`src/rtl/nfc_physical_output_sequencer.sv`:
```
// ---------------------------------------------------------------------------
// nfc_physical_output_sequencer
//
// Pin-output stage for the NAND flash controller. Timed pin words coming from
// the timing generators are buffered in a small FIFO and each one is driven
// onto registered pins for iWordHold+1 clock cycles. Before a word that drives
// DQ or DQS follows a period where the bus was not driven, a run of
// TurnaroundCycles high-Z cycles is inserted so that the NAND releases the bus
// before we start driving it. When the FIFO runs dry the pins fall back to
// safe idle levels. iFlush discards everything buffered and in flight.
//
// Ports
//   iSystemClock            clock, rising edge
//   iModuleReset            asynchronous active-low reset
//   iWordValid/oWordReady   word handshake (accepted when both high)
//   iWordDQ .. iWordHold    fields of the offered pin word
//   iFlush                  discard buffered and current words
//   oDQToNAND, oDQOutEnableToPinpad, oDQSToNAND, oDQSOutEnableToPinpad,
//   oCEToNAND, oWEToNAND, oREToNAND, oALEToNAND, oCLEToNAND   registered pins
//   oFifoLevel              buffered word count (registered)
//   oBusy                   sequencer active or words buffered (registered)
// ---------------------------------------------------------------------------
module nfc_physical_output_sequencer #(
  parameter int NumberOfWays     = 4,
  parameter int DataWidth        = 8,
  parameter int FifoDepth        = 8,
  parameter int TurnaroundCycles = 2
) (
  input  logic                           iSystemClock,
  input  logic                           iModuleReset,
  input  logic                           iWordValid,
  output logic                           oWordReady,
  input  logic [DataWidth-1:0]           iWordDQ,
  input  logic                           iWordDQOutEnable,
  input  logic                           iWordDQS,
  input  logic                           iWordDQSOutEnable,
  input  logic [NumberOfWays-1:0]        iWordCE,
  input  logic                           iWordWE,
  input  logic                           iWordRE,
  input  logic                           iWordALE,
  input  logic                           iWordCLE,
  input  logic [7:0]                     iWordHold,
  input  logic                           iFlush,
  output logic [DataWidth-1:0]           oDQToNAND,
  output logic [DataWidth-1:0]           oDQOutEnableToPinpad,
  output logic                           oDQSToNAND,
  output logic                           oDQSOutEnableToPinpad,
  output logic [NumberOfWays-1:0]        oCEToNAND,
  output logic                           oWEToNAND,
  output logic                           oREToNAND,
  output logic                           oALEToNAND,
  output logic                           oCLEToNAND,
  output logic [$clog2(FifoDepth):0]     oFifoLevel,
  output logic                           oBusy
);

  localparam int AddrWidth  = $clog2(FifoDepth);
  localparam int LevelWidth = AddrWidth + 1;
  // DQ + CE + {DQOE, DQS, DQSOE, WE, RE, ALE, CLE} + 8-bit hold
  localparam int WordWidth  = DataWidth + NumberOfWays + 15;
  localparam int TurnWidth  = (TurnaroundCycles > 1) ? $clog2(TurnaroundCycles) : 1;
  // Counter counts down to zero, so it is loaded with one less than the run.
  localparam int TurnLoad   = (TurnaroundCycles > 0) ? TurnaroundCycles - 1 : 0;

  typedef enum logic [1:0] {
    StIdle,
    StTurn,
    StPresent
  } stateT;

  // -------------------------------------------------------------------------
  // Word FIFO
  // -------------------------------------------------------------------------
  logic [WordWidth-1:0]  fifoMem [FifoDepth];
  logic [AddrWidth-1:0]  wrPtrReg, rdPtrReg;
  logic [LevelWidth-1:0] levelReg, levelNext;
  logic                  fifoFull, fifoEmpty;
  logic                  pushFifo, popFifo;
  logic [WordWidth-1:0]  inWord, headWord;

  assign inWord = {iWordDQ, iWordDQOutEnable, iWordDQS, iWordDQSOutEnable,
                   iWordCE, iWordWE, iWordRE, iWordALE, iWordCLE, iWordHold};

  assign fifoFull   = (levelReg == LevelWidth'(FifoDepth));
  assign fifoEmpty  = (levelReg == '0);
  assign oWordReady = !fifoFull && !iFlush;
  assign pushFifo   = iWordValid && oWordReady;
  assign headWord   = fifoMem[rdPtrReg];

  // Storage carries no reset; validity is tracked purely by the level.
  always_ff @(posedge iSystemClock) begin
    if (pushFifo) begin
      fifoMem[wrPtrReg] <= inWord;
    end
  end

  always_ff @(posedge iSystemClock or negedge iModuleReset) begin
    if (!iModuleReset) begin
      wrPtrReg <= '0;
      rdPtrReg <= '0;
    end else if (iFlush) begin
      wrPtrReg <= '0;
      rdPtrReg <= '0;
    end else begin
      if (pushFifo) wrPtrReg <= wrPtrReg + 1'b1;
      if (popFifo)  rdPtrReg <= rdPtrReg + 1'b1;
    end
  end

  // -------------------------------------------------------------------------
  // Sequencer state and pin registers
  // -------------------------------------------------------------------------
  stateT                   stateReg, stateNext;
  logic [WordWidth-1:0]    curWordReg, curWordNext;
  logic [7:0]              holdCntReg, holdCntNext;
  logic [TurnWidth-1:0]    turnCntReg, turnCntNext;
  logic                    lastOEReg, lastOENext;
  logic                    busyReg, busyNext;

  logic [DataWidth-1:0]    dqReg, dqNext;
  logic                    dqOeReg, dqOeNext;
  logic                    dqsReg, dqsNext;
  logic                    dqsOeReg, dqsOeNext;
  logic [NumberOfWays-1:0] ceReg, ceNext;
  logic                    weReg, weNext;
  logic                    reReg, reNext;
  logic                    aleReg, aleNext;
  logic                    cleReg, cleNext;

  // The word being loaded comes from the FIFO head, except when a turnaround
  // finishes: then it is the pending word parked in curWordReg.
  logic [WordWidth-1:0]    srcWord;
  logic [DataWidth-1:0]    srcDQ;
  logic                    srcDQOE, srcDQS, srcDQSOE;
  logic [NumberOfWays-1:0] srcCE;
  logic                    srcWE, srcRE, srcALE, srcCLE;
  logic [7:0]              srcHold;
  logic                    srcOE;

  assign srcWord = (stateReg == StTurn) ? curWordReg : headWord;
  assign {srcDQ, srcDQOE, srcDQS, srcDQSOE, srcCE,
          srcWE, srcRE, srcALE, srcCLE, srcHold} = srcWord;
  assign srcOE = srcDQOE | srcDQSOE;

  logic loadHead, showSrc, goIdle;

  always_comb begin
    stateNext   = stateReg;
    curWordNext = curWordReg;
    holdCntNext = holdCntReg;
    turnCntNext = turnCntReg;
    lastOENext  = lastOEReg;
    dqNext      = dqReg;
    dqOeNext    = dqOeReg;
    dqsNext     = dqsReg;
    dqsOeNext   = dqsOeReg;
    ceNext      = ceReg;
    weNext      = weReg;
    reNext      = reReg;
    aleNext     = aleReg;
    cleNext     = cleReg;
    popFifo     = 1'b0;
    loadHead    = 1'b0;
    showSrc     = 1'b0;
    goIdle      = 1'b0;
    levelNext   = levelReg;
    busyNext    = busyReg;

    case (stateReg)
      StIdle: begin
        if (!fifoEmpty) loadHead = 1'b1;
      end
      StTurn: begin
        if (turnCntReg == '0) showSrc = 1'b1;
        else                  turnCntNext = turnCntReg - 1'b1;
      end
      StPresent: begin
        if (holdCntReg == 8'd0) begin
          // Last cycle of the word: chain the next one with no gap if present.
          if (!fifoEmpty) loadHead = 1'b1;
          else            goIdle   = 1'b1;
        end else begin
          holdCntNext = holdCntReg - 8'd1;
        end
      end
      default: goIdle = 1'b1;
    endcase

    if (loadHead) begin
      popFifo     = 1'b1;
      curWordNext = headWord;
      // Bus was released by the previous word (or never driven): give the
      // NAND time to stop driving before we take DQ/DQS.
      if (srcOE && !lastOEReg && (TurnaroundCycles > 0)) begin
        stateNext   = StTurn;
        turnCntNext = TurnWidth'(TurnLoad);
        dqOeNext    = 1'b0;
        dqsNext     = 1'b0;
        dqsOeNext   = 1'b0;
        weNext      = 1'b1;
        reNext      = 1'b1;
        ceNext      = srcCE;
        aleNext     = srcALE;
        cleNext     = srcCLE;
      end else begin
        showSrc = 1'b1;
      end
    end

    if (showSrc) begin
      stateNext   = StPresent;
      holdCntNext = srcHold;
      lastOENext  = srcOE;
      dqNext      = srcDQ;
      dqOeNext    = srcDQOE;
      dqsNext     = srcDQS;
      dqsOeNext   = srcDQSOE;
      ceNext      = srcCE;
      weNext      = srcWE;
      reNext      = srcRE;
      aleNext     = srcALE;
      cleNext     = srcCLE;
    end

    // Idle levels: DQ and CE keep their last values so the selected chip
    // stays selected across an underrun.
    if (goIdle || iFlush) begin
      stateNext  = StIdle;
      lastOENext = 1'b0;
      dqOeNext   = 1'b0;
      dqsNext    = 1'b0;
      dqsOeNext  = 1'b0;
      weNext     = 1'b1;
      reNext     = 1'b1;
      aleNext    = 1'b0;
      cleNext    = 1'b0;
      popFifo    = 1'b0;
    end

    if (iFlush) begin
      levelNext = '0;
    end else if (pushFifo && !popFifo) begin
      levelNext = levelReg + LevelWidth'(1);
    end else if (popFifo && !pushFifo) begin
      levelNext = levelReg - LevelWidth'(1);
    end

    busyNext = (stateNext != StIdle) || (levelNext != '0);
  end

  always_ff @(posedge iSystemClock or negedge iModuleReset) begin
    if (!iModuleReset) begin
      stateReg   <= StIdle;
      curWordReg <= '0;
      holdCntReg <= '0;
      turnCntReg <= '0;
      lastOEReg  <= 1'b0;
      levelReg   <= '0;
      busyReg    <= 1'b0;
      dqReg      <= '0;
      dqOeReg    <= 1'b0;
      dqsReg     <= 1'b0;
      dqsOeReg   <= 1'b0;
      ceReg      <= '1;
      weReg      <= 1'b1;
      reReg      <= 1'b1;
      aleReg     <= 1'b0;
      cleReg     <= 1'b0;
    end else begin
      stateReg   <= stateNext;
      curWordReg <= curWordNext;
      holdCntReg <= holdCntNext;
      turnCntReg <= turnCntNext;
      lastOEReg  <= lastOENext;
      levelReg   <= levelNext;
      busyReg    <= busyNext;
      dqReg      <= dqNext;
      dqOeReg    <= dqOeNext;
      dqsReg     <= dqsNext;
      dqsOeReg   <= dqsOeNext;
      ceReg      <= ceNext;
      weReg      <= weNext;
      reReg      <= reNext;
      aleReg     <= aleNext;
      cleReg     <= cleNext;
    end
  end

  // -------------------------------------------------------------------------
  // Outputs
  // -------------------------------------------------------------------------
  genvar gi;
  generate
    for (gi = 0; gi < DataWidth; gi++) begin : gDqOe
      assign oDQOutEnableToPinpad[gi] = dqOeReg;
    end
  endgenerate

  assign oDQToNAND             = dqReg;
  assign oDQSToNAND            = dqsReg;
  assign oDQSOutEnableToPinpad = dqsOeReg;
  assign oCEToNAND             = ceReg;
  assign oWEToNAND             = weReg;
  assign oREToNAND             = reReg;
  assign oALEToNAND            = aleReg;
  assign oCLEToNAND            = cleReg;
  assign oFifoLevel            = levelReg;
  assign oBusy                 = busyReg;

endmodule

```
`config.mk`:
```
export PLATFORM = sky130hd
export DESIGN_NAME = nfc_physical_output_sequencer
export DESIGN_NICKNAME = d
export VERILOG_FILES = /design/src/rtl/nfc_physical_output_sequencer.sv
export SDC_FILE = /design/constraint.sdc
export NUM_CORES = 1
export LEC_CHECK = 0
export ABC_AREA = 1
export BUFFER_PORTS_ARGS = -buffer_cell sky130_fd_sc_hd__buf_2
export CAP_MARGIN = 20
export CORE_MARGIN = 8
export CORE_UTILIZATION = 40
export DETAILED_ROUTE_END_ITERATION = 8
export GPL_TIMING_DRIVEN = 0
export PLACE_DENSITY = 0.59
export SYNTH_ARGS = -nofsm -noshare
export SYNTH_HDL_FRONTEND = slang
export SYNTH_SLANG_ARGS = --single-unit
```
`constraint.sdc`:
```
create_clock -name iSystemClock -period 2.5 [get_ports iSystemClock]
set_clock_uncertainty 0.05 [all_clocks]
set_input_delay 0.5 -clock iSystemClock [delete_from_list [all_inputs] [get_ports iSystemClock]]
set_output_delay 0.5 -clock iSystemClock [all_outputs]
set_load 0.02 [all_outputs]
```
==> impl_metrics.tcl, run 1 <==
set metrics [dict create \
    outcome "finished clean" \
    cts_tree "yes" \
    cts_sinks 285 \
    cp.required_ns 2.92 \
    drive_above_1_share 0.170 \
    syn_nets 1100 \
    final_cell_area_mm2 0.0141 \
    postPlaceCellArea_mm2 0.0129 \
    via_per_inst 5.07 \
    power_frac_clock 0.278 \
    filler_cell_count 2721 \
    rows 63 \
    timing.final.crit_period_ns 2.33 \
    pin_count 63 \
    maxSlewViolCount 0 \
    power_density_mw_per_mm2 1140 \
    io_buffers 62 \
    timing.setup.critical_path_class "flop to flop" \
    hold_slack_ns 0.171 \
    drt-total-wl_um 29100 \
    grt_pass1_vias 7949 \
    gp_congestion 0.754 \
    core_mm2 0.0294 \
    die-area_mm2 0.0353 \
    cts_inserted_buffers 31 \
    tightest_slew_ns 0.655 \
    grt_pass1_wl_um 45800 \
    internal_power_mw 10.2 \
    synthDistinctLibCells 36 \
    vias 8066 \
    ys_warn_count 0 \
    dieWidth_um 188 \
    p_seq_frac 0.378 \
    finalSetupViolations 0 \
    synth.avg_cell_area_um2 11.1 \
    rsz0062_at_grt "false" \
    dp_hpwl_um 19500 \
    drv_cap 0 \
    clk_pin_slew_ns 0.06 \
    ant_nets 0 \
    synth_area_mm2 0.0118 \
    crit_path_end_kind "flop" \
    clockBufferDepth 3 \
    p_leak_nw 5.50 \
    p_sw_frac 0.364 \
    final_cell_mix "edfxtp_1, nand2_1, o21ai_0" \
    grt_max_degree 55 \
    min_path_type "primary input to flop" \
    drcViolationCount 0 \
    drt-pass1-iter-count 5 \
    cts_root_buf "clkbuf_16" \
    finalPower_mw 16.1 \
    nets 1213 \
    area.growth.synth_to_final_pct 19.1 \
    yosysSeqAreaShare 0.695 \
    switching_power_mw 5.86 \
    fmax_mhz 429 \
    drt-wirelength-per-cell_um 18.3 \
    relSlewSlack 0.563 \
    final_common_cell "edfxtp_1" \
    synth_cells 1064 \
    p_comb_frac 0.344 \
    gr-total-overflow 0 \
    cp-start-kind "flop" \
    hold_viol_final 0 \
    peakVddDrop_v 0.000563 \
    finalCritPeriodShare 0.932 \
    cts_max_level 1 \
    fin_setup_tns_ns 0 \
    cp.arrival_ns 2.75 \
    initial_core_util 0.402 \
    die_h_um 188 \
    antenna_found_initial 4 \
    critical_path.max_fanout 10 \
    worstSkewPairLatency_ns 0.55 \
    drt_first_iter_violations 696 \
    grt_use_total 0.164 \
    ys_ff_latch 285 \
]
[worst max-delay path, stage by stage (launching register included)]
cell      delay, ns
dfrtp_1        0.37
buf_4          0.19
buf_4          0.20
buf_4          0.20
clkbuf_1       0.47
nor2_1         0.12
o22ai_1        0.19
nand2_1        0.07
nand2_1        0.17
nor2_1         0.06
o21ai_0        0.16
[sequential cells by signal, indices dropped and copies added, names as in the netlist, 2 cells and up]
signal	count
fifoMem	216
curWordReg	27
holdCntReg	8
oDQToNAND	8
oCEToNAND	4
oFifoLevel	4
rdPtrReg	3
wrPtrReg	3
stateReg	2
[layout make-up]
type                            instances  area [um2]  area share
Multi-Input combinational cell        649        3100       0.220
Clock inverter                         21         215      0.0153
Clock buffer                           33         783      0.0556
Buffer                                 65         360      0.0256
Inverter                               65         244      0.0173
Antenna cell                            2        5.00    0.000355
Tap cell                              390         488      0.0346
Timing Repair Buffer                   80         683      0.0485
Sequential cell                       285        8220       0.583
[synth_stat cells]
cell      instances  area share
or2_2             7      0.0037
nand3_2           1     0.00085
nor2_2            1     0.00053
o22ai_1          45       0.024
ha_1              5      0.0053
nor2_1          134       0.043
nand2_1         198       0.063
o21ai_2           1     0.00074
nor2_4            1     0.00095
clkbuf_2          1     0.00042
o221ai_1          3      0.0022
buf_2            12      0.0051
inv_1            61       0.019
a31oi_1           5      0.0026
nor3_1            1     0.00042
nand3b_1          1     0.00063
o21ai_0         160       0.068
edfxtp_1        216        0.55
a21oi_1           5      0.0021
buf_4            16       0.010
nand3_1          47       0.020
xnor2_1           5      0.0037
or2_0             1     0.00053
nand4_1           4      0.0021
o21ai_1          13      0.0055
clkinv_1          1     0.00032
o211ai_1          3      0.0019
inv_2             3     0.00095
xor2_1            4      0.0030
dfstp_2           6       0.013
dfrtp_1          63        0.13
buf_6             3      0.0029
clkbuf_1         30      0.0095
buf_1             3     0.00095
nand2_2           3      0.0016
o21a_1            1     0.00063
[power by group through the flow]
| stage | Combinational [mW] | Sequential [mW] | Clock, mW |
|---|---|---|---|
| floorplan | 3.55 | 6.31 | 0 |
| global placement | 5.36 | 6.17 | 0 |
| detailed placement | 5.49 | 6.18 | 0 |
| CTS | 5.53 | 6.09 | 4.55 |
| global route | 6.24 | 6.15 | 4.76 |
| finish | 5.53 | 6.09 | 4.47 |
[metrics by stage]
| step | util | setup WS (ns) | instances |
|---|---|---|---|
| after global placement | 0.430 | -0.930 | 1516 |
| after floorplan | - | -0.203 | 1064 |
| after detailed placement | 0.439 | -0.241 | 1525 |
| final | 0.479 | 0.170 | 1590 |
| after CTS | 0.478 | 0.0129 | 1587 |
| after global routing | 0.479 | 0.000477 | 1589 |
[what timing repair did]
action                                  4_1_cts  5_1_grt
endpoints found under the setup margin      141      250
resized for setup                             0       30
pin swaps                                     6        1
endpoints found under the hold margin        15        0
buffers inserted                              7        1
hold buffers                                  1        0
[metal layers]
metal  part of all wire  track usage  vias up
li1                   -            -     3915
met1               0.45        0.220     3898
met2               0.47        0.268      200
met3              0.062       0.0306       49
met4              0.018       0.0448        4
met5            0.00093            0        -
[cells by family (layout without fill, tap and decap cells)]
kind of cell | count (synthesis) | count (layout) | synth area share
buffers and inverters | 130 | 264 | 0.0496
flip-flops | 285 | 285 | 0.695
AND/OR/NAND/NOR | 399 | 399 | 0.137
XOR/XNOR | 9 | 9 | 0.00666
AO/OA/AOI/OAI | 236 | 236 | 0.107
other | 0 | 2 | 0
adder cells (fa/ha/maj) | 5 | 5 | 0.00529
[final timing paths]
kind,startpoint,end,slack [ns],depth (start not counted)
max,rdPtrReg[0]$_DFFE_PN0P_,oCEToNAND[3]$_DFFE_PN1P_,0.17,10
min,iWordHold[2],fifoMem[6][2]$_DFFE_PP_,0.17,1
max reg2reg,rdPtrReg[0]$_DFFE_PN0P_,oCEToNAND[3]$_DFFE_PN1P_,0.17,10
min reg2reg,oDQSToNAND$_DFFE_PN0P_,oDQSToNAND$_DFFE_PN0P_,0.43,2
max in group asynchronous,iModuleReset,oREToNAND$_DFFE_PN1P_,1.50,3
min in group asynchronous,iModuleReset,oDQToNAND[5]$_DFFE_PN0N_,0.32,2
No activity file was read; power rests on OpenSTA's default activity.
==> inputs of run 2 (changes only) <==
Settings changed: ABC_AREA 1 to unset, SLEW_MARGIN set to 20.
==> run 2 against run 1 <==
Die area down 2.8%. Worst hold slack better by 0.0030 ns. Non-clock buffer count down 19. Register-to-register slack worse by 0.22 ns. Sequential share of layout area up 1.4 points. The run now ends with negative setup slack left. Largest power group unchanged. Synthesized cell count down 33%. Setup slack worse by 0.22 ns. Combinational power down 15%. Synthesized area down 3.0%. Clock power down 7.6%.
==> impl_metrics.tcl, run 2 <==
set metrics [dict create \
    yosysSeqAreaShare 0.716 \
    synth.avg_cell_area_um2 16.2 \
    tightest_slew_ns 1.12 \
    grt_pass1_vias 6279 \
    syn_nets 744 \
    initial_core_util 0.403 \
    clockBufferDepth 3 \
    area.growth.synth_to_final_pct 20.0 \
    top_regs "fifoMem (216), curWordReg (27)" \
    place_inst 1162 \
    core_mm2 0.0285 \
    hold_slack_ns 0.174 \
    hold_start "iWordCLE" \
    cts_max_level 1 \
    synthFlopType "edfxtp_1" \
    filler_cell_count 2445 \
    critPathSlowestCell "nor2_4" \
    pin_count 63 \
    cts_tree "yes" \
    via_per_inst 5.09 \
    postPlaceCellArea_mm2 0.0125 \
    final_cell_mix "edfxtp_1, nand2_1, buf_2" \
    peakVddDrop_v 0.000483 \
    synthDistinctLibCells 50 \
    yosys-top-cells-area "edfxtp_1, dfrtp_1, mux4_2" \
    rr_startpoint "oFifoLevel[1]$_DFF_PN0_" \
    min_path_type "primary input to flop" \
    vias 6233 \
    ys_ff_latch 285 \
    finalSetupViolations 72 \
    synth_area_mm2 0.0115 \
    die_h_um 185 \
    largest-register "fifoMem" \
    timing.critical_path.buf_inv 2 \
    reg2reg_slack_ns -0.05 \
    largest_reg_flops 216 \
    drive_above_1_share 0.309 \
    min_to "fifoMem[1][8]$_DFFE_PP_" \
    cp.required_ns 2.60 \
    drcViolationCount 0 \
    critPathTopFamily "simple AND/OR/NAND/NOR gates" \
    drt_first_iter_violations 480 \
    grt_max_degree 42 \
    grt_use_total 0.143 \
    ys_warn_count 0 \
    violations "negative setup slack" \
    synth_cells 708 \
    timing.setup.critical_path_class "flop to flop" \
    gr-total-overflow 0 \
    ff2ff_path_depth 7 \
    dieWidth_um 185 \
    synthArstFlopShare 0.242 \
    grt_pass1_wl_um 37500 \
    antenna_cells 0 \
    hold_viol_final 0 \
    worstSkewPairLatency_ns 0.54 \
    maxSlewViolCount 0 \
    finalCritPeriodShare 1.02 \
    drt-wirelength-per-cell_um 19.9 \
    io_buffers 62 \
    cts_inserted_buffers 29 \
    synthTopCellsByCount "edfxtp_1, nand2_1, dfrtp_1" \
    ant_nets 0 \
    r2r-end "fifoMem[3][22]$_DFFE_PP_" \
    setup_ws_ns -0.0504 \
    crit_chain "inv_2, ha_4, nand3b_1, and2_4, buf_8, nand3_4, nor2_4" \
    synth_top_area_share 0.565 \
    relSlewSlack 0.254 \
    final_common_cell "edfxtp_1" \
    p_leak_nw 4.86 \
    nets 857 \
    rsz0062_at_grt "true" \
    gp_congestion 0.810 \
    drt-pass1-iter-count 7 \
    outcome "finished with violations" \
    final_cell_area_mm2 0.0138 \
    cts_sinks 285 \
    max_stage_delay_ns 0.87 \
    synth_most_common_cell "edfxtp_1" \
    crit_path_end_kind "flop" \
    antenna_found_initial 3 \
    hold_depth 1 \
    cp-start-kind "flop" \
    cp.arrival_ns 2.65 \
    power_density_mw_per_mm2 1090 \
    drv_cap 0 \
    drt-total-wl_um 24400 \
    rows 62 \
    finalPower_mw 14.9 \
    clk_pin_slew_ns 0.06 \
    timing.final.crit_period_ns 2.55 \
    die-area_mm2 0.0344 \
    cts_root_buf "clkbuf_16" \
    critical_path.max_fanout 27 \
    dp_hpwl_um 16000 \
    layout.cells.non_filler 1225 \
    synth_area_leader_cell "edfxtp_1" \
    fmax_mhz 392 \
    post-place-ws_ns -0.478 \
    synth-edff-count 216 \
]
run 2: cell count changes in the layout (fill, tap and decap cells not counted), moves of 42 or more:
cell,delta
nand2_1,-126
o21ai_0,-126
nor2_1,-79
inv_1,-55
mux4_2,+54
nand3_1,-42
o22ai_1,-42
run 2: through the flow:
step / setup TNS, ns / utilization
after floorplan: -0.455 / -
after global placement: -134.58 / 0.434
after global routing: -13.27 / 0.484
final: -1.83 / 0.484
after detailed placement: -31.45 / 0.440
after CTS: -8.96 / 0.478
run 2: per-layer routing:
| metal | vias up | GRT usage | wire (um) |
|---|---|---|---|
| met3 | 44 | 0.0263 | 1310 |
| met5 | - | 0 | 42 |
| met1 | 3112 | 0.194 | 10800 |
| met4 | 6 | 0.0381 | 425 |
| li1 | 2928 | - | - |
| met2 | 143 | 0.233 | 11800 |
run 2: area by class of cell:
cell class / instances / area (um2) / share of cell area
multi-input cells: 371 / 3210 / 0.233
clock buffers: 36 / 752 / 0.0546
clock inverters: 15 / 155 / 0.0113
plain buffers: 44 / 284 / 0.0206
inverters: 8 / 30.0 / 0.00218
well taps: 384 / 480 / 0.0349
repair buffers: 82 / 633 / 0.0460
flip-flops and latches: 285 / 8220 / 0.597
run 2: worst max-delay path by stage:
stage                            startpoint                  endpoint  cells past startpoint
detailed placement  rdPtrReg[1]$_DFFE_PN0P_    oDQSToNAND$_DFFE_PN0P_                      8
finish              oFifoLevel[1]$_DFF_PN0_  fifoMem[3][22]$_DFFE_PP_                      7
floorplan           oFifoLevel[1]$_DFF_PN0_   fifoMem[0][0]$_DFFE_PP_                      6
global route        oFifoLevel[0]$_DFF_PN0_  fifoMem[5][13]$_DFFE_PP_                      7
global placement                     iFlush  fifoMem[6][15]$_DFFE_PP_                      4
CTS                 oFifoLevel[0]$_DFF_PN0_  fifoMem[3][24]$_DFFE_PP_                      7
run 2: logic make-up after synthesis:
family / count (synthesis) / share of synthesized area
AO/OA/AOI/OAI: 99 / 0.0506
buffers and inverters: 52 / 0.0209
flip-flops: 285 / 0.716
AND/OR/NAND/NOR: 173 / 0.0662
XOR/XNOR: 11 / 0.00840
multiplexers: 83 / 0.132
adder cells (fa/ha/maj): 5 / 0.00545
run 2: where the power goes:
group	switching, mW	internal, mW	leakage [nW]
combinational	2.71	1.99	1.62
sequential	0.358	5.76	2.80
clock	1.70	2.43	0.443
total	4.76	10.2	4.86
run 2: timing repair:
| item | in CTS | in global routing |
|---|---|---|
| gates resized for setup | 36 | 32 |
| endpoints found under the setup margin | 168 | 161 |
| pin swaps | 7 | 9 |
| gates cloned | 0 | 1 |
| setup buffers | 3 | 7 |
| hold endpoints to repair | 28 | 0 |
| hold buffers | 1 | 0 |
